==> src/rtl/ram_ctrl_pkg.sv <==
// Shared definitions for the RAM write-port arbiter: state encoding, burst-length
// default and counter sizing.
package ram_ctrl_pkg;

  localparam int unsigned MAXB_DEFAULT = 16;

  // Encoding is chosen so each state's value is the one-hot grant it drives.
  typedef enum logic [1:0] {
    IDLE = 2'b00,
    GNT0 = 2'b01,
    GNT1 = 2'b10
  } arb_state_t;

  function automatic int unsigned cnt_width(input int unsigned maxb);
    return (maxb <= 2) ? 1 : $clog2(maxb);
  endfunction

endpackage

==> src/rtl/rr_arb2.sv <==
// Two-way round-robin picker: with both requesters valid, the one that did not
// own the port last (rr_ptr) wins; otherwise the single valid requester wins.
module rr_arb2 (
  input  logic [1:0] valid,
  input  logic       rr_ptr,
  output logic       pick
);

  always_comb begin
    pick = valid[1];
    if (valid == 2'b11) pick = ~rr_ptr;
  end

endmodule

==> src/rtl/ram_wr_arb.sv <==
// Arbitrates two bursting write requesters onto a single registered RAM write port,
// with round-robin tie-break and a forced release after MAXB beats.
module ram_wr_arb
  import ram_ctrl_pkg::*;
#(
  parameter int unsigned DWI  = 8,
  parameter int unsigned AWI  = 7,
  parameter int unsigned MAXB = MAXB_DEFAULT
) (
  input  logic           clk,
  input  logic           rst,
  input  logic           s0_valid,
  output logic           s0_ready,
  input  logic [AWI-1:0] s0_addr,
  input  logic [DWI-1:0] s0_data,
  input  logic           s0_last,
  input  logic           s1_valid,
  output logic           s1_ready,
  input  logic [AWI-1:0] s1_addr,
  input  logic [DWI-1:0] s1_data,
  input  logic           s1_last,
  output logic           wr_en,
  output logic [AWI-1:0] wr_addr,
  output logic [DWI-1:0] wr_data,
  output logic [1:0]     grant
);

  localparam int unsigned    CW       = cnt_width(MAXB);
  localparam logic [CW-1:0]  CNT_LAST = CW'(MAXB - 1);

  arb_state_t     state, state_nx;
  logic           rr_ptr, rr_ptr_nx;
  logic [CW-1:0]  beat_cnt, beat_cnt_nx;
  logic           pick;
  logic           beat, cur_last, other_valid, rel;
  logic [AWI-1:0] cur_addr;
  logic [DWI-1:0] cur_data;

  assign grant    = {state == GNT1, state == GNT0};
  assign s0_ready = grant[0];
  assign s1_ready = grant[1];

  rr_arb2 u_pick (
    .valid  ({s1_valid, s0_valid}),
    .rr_ptr (rr_ptr),
    .pick   (pick)
  );

  always_comb begin
    beat        = 1'b0;
    cur_last    = 1'b0;
    other_valid = 1'b0;
    cur_addr    = s0_addr;
    cur_data    = s0_data;
    case (state)
      GNT0: begin
        beat        = s0_valid;
        cur_last    = s0_last;
        other_valid = s1_valid;
      end
      GNT1: begin
        beat        = s1_valid;
        cur_last    = s1_last;
        other_valid = s0_valid;
        cur_addr    = s1_addr;
        cur_data    = s1_data;
      end
      default: ;
    endcase
    // last and the count limit fold into one release, so a coinciding pair releases once.
    rel = beat && (cur_last || (beat_cnt == CNT_LAST));
  end

  always_comb begin
    state_nx    = state;
    rr_ptr_nx   = rr_ptr;
    beat_cnt_nx = beat_cnt;
    case (state)
      IDLE: begin
        if (s0_valid || s1_valid) begin
          state_nx    = pick ? GNT1 : GNT0;
          rr_ptr_nx   = pick;
          beat_cnt_nx = '0;
        end
      end
      GNT0, GNT1: begin
        if (rel) begin
          if (other_valid) begin
            state_nx    = (state == GNT0) ? GNT1 : GNT0;
            rr_ptr_nx   = (state == GNT0);
            beat_cnt_nx = '0;
          end else begin
            state_nx = IDLE;
          end
        end else if (beat) begin
          beat_cnt_nx = beat_cnt + CW'(1);
        end
      end
      default: state_nx = IDLE;
    endcase
  end

  always_ff @(posedge clk) begin
    if (rst) begin
      state    <= IDLE;
      rr_ptr   <= 1'b1;
      beat_cnt <= '0;
      wr_en    <= 1'b0;
      wr_addr  <= '0;
      wr_data  <= '0;
    end else begin
      state    <= state_nx;
      rr_ptr   <= rr_ptr_nx;
      beat_cnt <= beat_cnt_nx;
      wr_en    <= beat;
      if (beat) begin
        wr_addr <= cur_addr;
        wr_data <= cur_data;
      end
    end
  end

endmodule

==> config.mk <==
export PLATFORM = sky130hd
export DESIGN_NAME = ram_wr_arb
export DESIGN_NICKNAME = d
export VERILOG_FILES = /design/src/rtl/ram_ctrl_pkg.sv /design/src/rtl/rr_arb2.sv /design/src/rtl/ram_wr_arb.sv
export SDC_FILE = /design/constraint.sdc
export NUM_CORES = 1
export LEC_CHECK = 0
export CAP_MARGIN = 0
export CORE_ASPECT_RATIO = 1.2
export CORE_MARGIN = 2
export CORE_UTILIZATION = 42
export CTS_BUF_LIST = sky130_fd_sc_hd__clkbuf_16
export CTS_CLUSTER_DIAMETER = 60
export CTS_CLUSTER_SIZE = 20
export DETAILED_ROUTE_END_ITERATION = 12
export PLACE_DENSITY = 0.87
export SKIP_LAST_GASP = 1
export SYNTH_ARGS = -nofsm -noshare
export SYNTH_HDL_FRONTEND = slang
export SYNTH_HIERARCHICAL = 1
export SYNTH_SLANG_ARGS = --single-unit
export TNS_END_PERCENT = 30
==> constraint.sdc <==
create_clock -name clk -period 2.1 [get_ports clk]
set_input_delay 0.42 -clock clk [delete_from_list [all_inputs] [get_ports clk]]
set_output_delay 0.42 -clock clk [all_outputs]
set_load 0.03 [all_outputs]
### Word-level counts from Yosys, hierarchy flattened

Cells that the tools add are included.

* input port bits: 36
* output and inout bits: 20
* register bits after elaboration: 23

* eq/ne operators: 9
* mux-type cells: 21
* add/subtract/negate cells: 1
* reductions and logical operators: 9
* bitwise operators: 1

Operators by type and width (count)
* $mux 4: 4
* $mux 2: 5
* $mux 8: 1
* $pmux 1 s2: 4
* $pmux 4 s2: 1
* $reduce_and 4->1: 2
* $mux 7: 1
* $ne 2x2->1 const B: 3
* $ne 3x3->1 const B: 2
* $add 4x1->4 const B: 1
* $eq 2x2->1 const B: 2
* $eq 4x4->1 const B: 1
* $mux 1: 4
* $pmux 2 s2: 1
* $eq 2x1->1 const B: 1
* $logic_not 2->1: 1
* $logic_or 1x1->1: 2
* $reduce_and 2->1: 1
* $reduce_bool 2->1: 1
* $reduce_or 2->1: 1
* $logic_and 1x1->1: 1
* $not 1->1: 1

### Longest topological paths before layout

Gate-level depths: netlist of the first run.

* word-level depth: 6
* mapped depth: 8
* mapped depth without buffers: 6

### Modules after synthesis

The synthesis of the first run kept the hierarchy.

By module, submodules not included
* ram_wr_arb: cells an instance 136, times used 1, area an instance 1318.8 um^2, sequential area each 460.4 um^2
* rr_arb2: cells an instance 1, times used 1, area an instance 11.3 um^2, sequential area each 0.0 um^2

### Worst setup path after synthesis of the first run

No wires, ideal clock.

* kind: flip-flop to flip-flop
* start point: register state[0]
* end point: register state[1]
* arrival time: 1.653 ns
* clock period less this slack: 1.726 ns
* cell stages (with the launch flop): 8
* slack: 0.374 ns
* buffers on the path: 1
* cell sequence: dfxtp_1 inv_1 ha_1 buf_6 a22oi_2 a21o_1 a211o_1 a21oi_1

* word-level cells in the longest chain between the ends: 6

RTL lines
* from (decl): RTL line ram_wr_arb.sv:31 `arb_state_t state, state_nx;`
* from (signal assigned): RTL line ram_wr_arb.sv:112 `state <= state_nx;`
* $eq 2x2->1 *
* via s1_ready: RTL line ram_wr_arb.sv:18 `output logic s1_ready,`
* $pmux 1 s2: RTL line ram_wr_arb.sv:55 `case (state)`
* $logic_or 1x1->1: RTL line ram_wr_arb.sv:71 `rel = beat && (cur_last || (beat_cnt == CNT_LAST));`
* $logic_and 1x1->1: RTL line ram_wr_arb.sv:71
* $ne 2x2->1 (no source line)
* $reduce_and 2->1 (no source line)

Mark *: on every way through the listed nets, which the timed path passes. The rest lies on a longest branch. The select of a mux whose other input is x is not followed.
A chain may end at the register's enable or synchronous reset.

### Worst setup path after layout of the first run

* start point: register state[0]
* end point: output grant[1]

* word-level cells in the longest chain between the ends: 1

RTL lines
* $eq 2x2->1: RTL line ram_wr_arb.sv:39 `assign grant = {state == GNT1, state == GNT0};`
* to (decl): RTL line ram_wr_arb.sv:25 `output logic [1:0] grant`

No other way between the ends.

==> metrics, run 1 <==
Post-DP Area 1880 µm²; CTS max path bufs 2; Setup-failing EPs final 0; initial antenna violation count 0; Synth area leader dfxtp_1; antenna cells 0; DIE WIDTH 55.4 µm; Core ar. 3060 µm²; clock root buffer clkbuf_16; drc violations 0; area share of the largest cell type after synthesis 0.346; register bit count reported by yosys 23; hpwl dp 2560 µm; CTS Sinks 23; first drt pass iteration count 4; Syn Area/Cell 9.71 µm²; CTS tree yes; Starting Density 0.435; RePlAce Congestion 0.804; Die Area 3630 µm²; share of cells above drive strength 1 0.133; cts hold-fix bufs 0; synthesized area 1330 µm²; CP Capture Type output port; first-pass GRT wire length 5350 µm; Post-Route WL 3280 µm; vias per inst 5.58; maxcap violations 0; Fmax achieved 490 MHz; Layout Skew 3.42 ps; # IOs 56; Peak VDD IR 0.000681 V; CP max FO 16; Slew @ Worst Pin 383 ps; vias in the first global route 1207; vias 1250; row count 22; Final Max Tran Viols 0; post-synth cell types 34; GR Util All Layers 0.183; synth top area cells dfxtp_1 35%, mux2i_1 12%, a211oi_2 11%; data required time of the worst path 1680 ps; CTS H-tree depth 1; Worst slew margin 0.744; final instance area 1960 µm²; gr ovfl total 0; post-route ant nets 0; commonest non-fill, non-tap cells in the layout 51 x clkdlybuf4s50_1, 23 x dfxtp_1, 20 x nor2_1; critical path class reg2out; largest net degree at the start of global routing 36; post-layout power 1980 µW; synthesis-to-layout area growth 47.1%; Power Density 1010 nW/µm²; Post-Synthesis Cells 137; Leak 0.000697 µW; unrepaired setup endpoints after global routing true; wire length per cell 14.6 µm; Final #Nets 230; setup ws final 59.8 ps; Critical Path Start Type register; # placed instances 220; Worst-path clk slew 60 ps; status complete, no violations; Worst EP arrival 1620 ps; Syn. warnings 6; clock latency on the worst-skew pair 250 ps; most common cell after layout, fill and taps aside clkdlybuf4s50_1; minimum clock period 2040 ps; non-filler instance count after layout 224; dpl ws 30.1 ps; sequential fraction of the synthesis area 0.346; IO Port Bufs 55; CTS Buf Count 3; Hold Vio Cnt, Final 0; Final Cycle Share 0.972; Post-CTS Setup Bufs 0; Worst Hold Class reg2reg; Mapped Nets 178; DRT iter0 DRCs 15; die height 65.6 µm
## kinds of logic after synthesis
kind of cell             count (synthesis)  synth area share
buffers and inverters                   14            0.0696
AO/OA/AOI/OAI                           41             0.270
adder cells (fa/ha/maj)                  5            0.0470
AND/OR/NAND/NOR                         38             0.147
multiplexers                            16             0.120
flip-flops                              23             0.346
## registers in the layout (all words and copies together), names as in the netlist
name      flops
wr_data       8
wr_en         1
rr_ptr        1
beat_cnt      4
wr_addr       7
state         2
## metal layers
layer,track usage,share of wire,up-vias
li1,-,-,606
met1,0.185,0.40,582
met2,0.353,0.50,55
met3,0.0512,0.087,7
met4,0.0671,0.018,0
met5,0,0,-
## path summary, 6_finish.rpt
| kind | startpoint | to | slack, ps | cells past startpoint |
|---|---|---|---|---|
| setup / recovery | state[0]$_SDFFE_PP0P_ | grant[1] | 60 | 4 |
| hold / removal | beat_cnt[1]$_SDFFE_PP0P_ | beat_cnt[1]$_SDFFE_PP0P_ | 510 | 2 |
| setup reg to reg | state[0]$_SDFFE_PP0P_ | beat_cnt[3]$_SDFFE_PP0P_ | 150 | 6 |
| hold reg to reg | beat_cnt[1]$_SDFFE_PP0P_ | beat_cnt[1]$_SDFFE_PP0P_ | 510 | 2 |
## final cells by class
type | instances | area, µm²
clock inverter | 1 | 3.75
inverter | 3 | 11.3
timing repair buffer | 58 | 582
clock buffer | 3 | 75.1
multi-input combinational | 100 | 779
tap | 36 | 45.0
fill | 264 | 1100
sequential | 23 | 460
## through the flow
step            util  TNS [ps]  hold WS, ps
6_report       0.640         0          508
5_1_grt        0.640     -34.9          523
4_1_cts        0.640     -26.3          507
3_5_place_dp   0.614         0          492
3_3_place_gp   0.614         0          475
2_1_floorplan      -         0          454
## cells in the mapped netlist
cell type,n
a22o_1,1
inv_1,3
o21ai_0,2
and3_1,2
nor2b_1,2
o211a_1,1
ha_1,5
clkbuf_1,2
nand2b_1,2
buf_6,3
a21boi_2,1
buf_4,4
a21oi_1,7
nor2_1,20
nand3_1,3
nand3b_1,3
a2bb2oi_1,1
a211oi_2,12
a311oi_1,2
nand2_1,1
o21ai_1,3
buf_2,2
a21o_1,1
dfxtp_1,23
or2_1,1
mux2i_1,16
nor3b_1,1
a22oi_1,1
a31oi_1,2
nand4b_1,2
nor3_2,1
a211oi_1,3
a211o_1,2
a22oi_2,2
## power by group
part	internal, µW	switching (µW)	total (µW)
Clock	254	146	400
Combinational	447	580	1030
Sequential	511	46.0	557
Total	1210	772	1980
## critical path, cell delays in order, from the launching register on
cell and delay [ps]:
dfxtp_1 340, inv_1 100, ha_1 360, buf_4 350, buf_4 220
## repair_timing
action                                  in CTS  in global routing
pin swaps                                    0                  0
endpoints found under the setup margin       2                  3
resized for setup                            1                  1
No activity file was read; power rests on OpenSTA's default activity.
==> inputs of run 2 (changes only) <==
CORE_UTILIZATION = 38   (was 42)
GPL_TIMING_DRIVEN = 0   (was unset)
PLACE_DENSITY = 0.84   (was 0.87)
clock period = 1.8 ns   (was 2.1 ns; I/O delays follow)
==> metrics, run 2 (synthesized netlist as in run 1, its figures left out) <==
# IOs 56; GR Util All Layers 0.153; r2r setup slk 70 ps; r2r worst-path depth 8; Min-Delay Endpoint beat_cnt[1]$_SDFFE_PP0P_; IO Port Bufs 55; utilization after layout 0.609; antenna cells 0; Buf/Inv on CP 3; vias per inst 5.31; hpwl dp 2430 µm; minimum clock period 1830 ps; row count 23; wire length per cell 13.7 µm; CP Cell Sequence inv_1, ha_2, buf_4, dlygate4sd2_1; drc violations 0; Worst EP arrival 1470 ps; Fmax achieved 545 MHz; Slew @ Worst Pin 634 ps; non-filler instance count after layout 234; Final #Nets 239; status finished with violations; dpl ws -99.4 ps; Leak 0.000741 µW; Final Cycle Share 1.02; biggest regs wr_data (8), wr_addr (7), beat_cnt (4); max reg flops 8; final setup TNS -34.0 ps; CTS Buf Count 3; RePlAce Congestion 0.766; first-pass GRT wire length 4840 µm; Layout Skew 2.85 ps; slowest stage cell, crit path dlygate4sd2_1; Setup-failing EPs final 1; CP Capture Type output port; vias 1243; most common cell after layout, fill and taps aside clkdlybuf4s50_1; Die Area 3990 µm²; Hold Vio Cnt, Final 0; clock root buffer clkbuf_16; Worst Hold Class reg2reg; share of cells above drive strength 1 0.173; vias in the first global route 1175; largest net degree at the start of global routing 14; Starting Density 0.398; unrepaired setup endpoints after global routing true; Worst slew margin 0.578; hold path cells 2; reg2reg end state[1]$_SDFFE_PP0P_; maxcap violations 0; Power Density 1170 nW/µm²; post-route ant nets 0; CTS max path bufs 2; violated checks negative setup slack; die height 68.8 µm; Critical Path Start Type register; gr ovfl total 0; cts hold-fix bufs 0; commonest non-fill, non-tap cells in the layout 51 x clkdlybuf4s50_1, 23 x dfxtp_1, 19 x nor2_1; DRT iter0 DRCs 24; critical path class reg2out; Final Max Tran Viols 0; data required time of the worst path 1440 ps; worst stage delay on the critical path 380 ps; Worst-path clk slew 60 ps; synthesis-to-layout area growth 52.8%; Post-Route WL 3200 µm; CP delay by family, top buffers and inverters; CTS H-tree depth 1; Core ar. 3340 µm²; worst r2r src state[0]$_SDFFE_PP0P_; first drt pass iteration count 4; DIE WIDTH 58.0 µm; Top reg by flops wr_data; CTS Sinks 23; initial antenna violation count 0; Peak VDD IR 0.000740 V; clock latency on the worst-skew pair 250 ps; CP max FO 8; # placed instances 229; setup ws final -34.0 ps; worst hold start beat_cnt[1]$_SDFFE_PP0P_; CTS tree yes
run 2: area by class of cell:
class | instances | area [µm²]
inverters | 3 | 11.3
repair buffers | 56 | 557
plain buffers | 11 | 81.3
multi-input cells | 100 | 796
clock inverters | 1 | 5.00
well taps | 37 | 46.3
clock buffers | 3 | 75.1
fillers | 281 | 1310
flip-flops and latches | 23 | 460
run 2: worst max-delay path by stage:
stage,startpoint,end,cells past startpoint
floorplan,state[0]$_SDFFE_PP0P_,state[1]$_SDFFE_PP0P_,7
global placement,state[1]$_SDFFE_PP0P_,grant[0],4
detailed placement,state[1]$_SDFFE_PP0P_,grant[0],4
CTS,state[1]$_SDFFE_PP0P_,s0_ready,3
global route,state[1]$_SDFFE_PP0P_,grant[0],4
finish,state[1]$_SDFFE_PP0P_,grant[0],4
run 2: what timing repair did:
action                     CTS  global route
setup endpoints to repair    5            12
pin swaps                    0             2
resized for setup            4             5
buffers inserted             0             1
run 2: layer usage:
metal	vias up	track usage	wire length (µm)
met2	36	0.303	1630
met3	4	0.0317	220
met4	0	0.0436	31
li1	624	-	-
met5	-	0	0
met1	579	0.161	1320
run 2: stage by stage:
step	area (µm²)	total power (µW)	hold WS (ps)
2_1_floorplan	1330	1530	432
3_3_place_gp	1930	1890	475
3_5_place_dp	1930	1910	478
4_1_cts	2010	2380	489
5_1_grt	2030	2520	529
6_report	2030	2380	492
run 2: worst register-to-register path, cell delays in order, from the launching register on:
cell	delay, ps
dfxtp_1	340
inv_1	90
ha_2	240
buf_6	180
a22oi_2	100
a21o_1	210
buf_4	150
a211o_1	240
a21oi_1	110
run 2: where the power goes:
group / leakage (µW) / internal (µW) / switching [µW]
Sequential: 0.000186 / 596 / 54.9
Combinational: 0.000513 / 570 / 688
Clock: 0.0000409 / 298 / 174
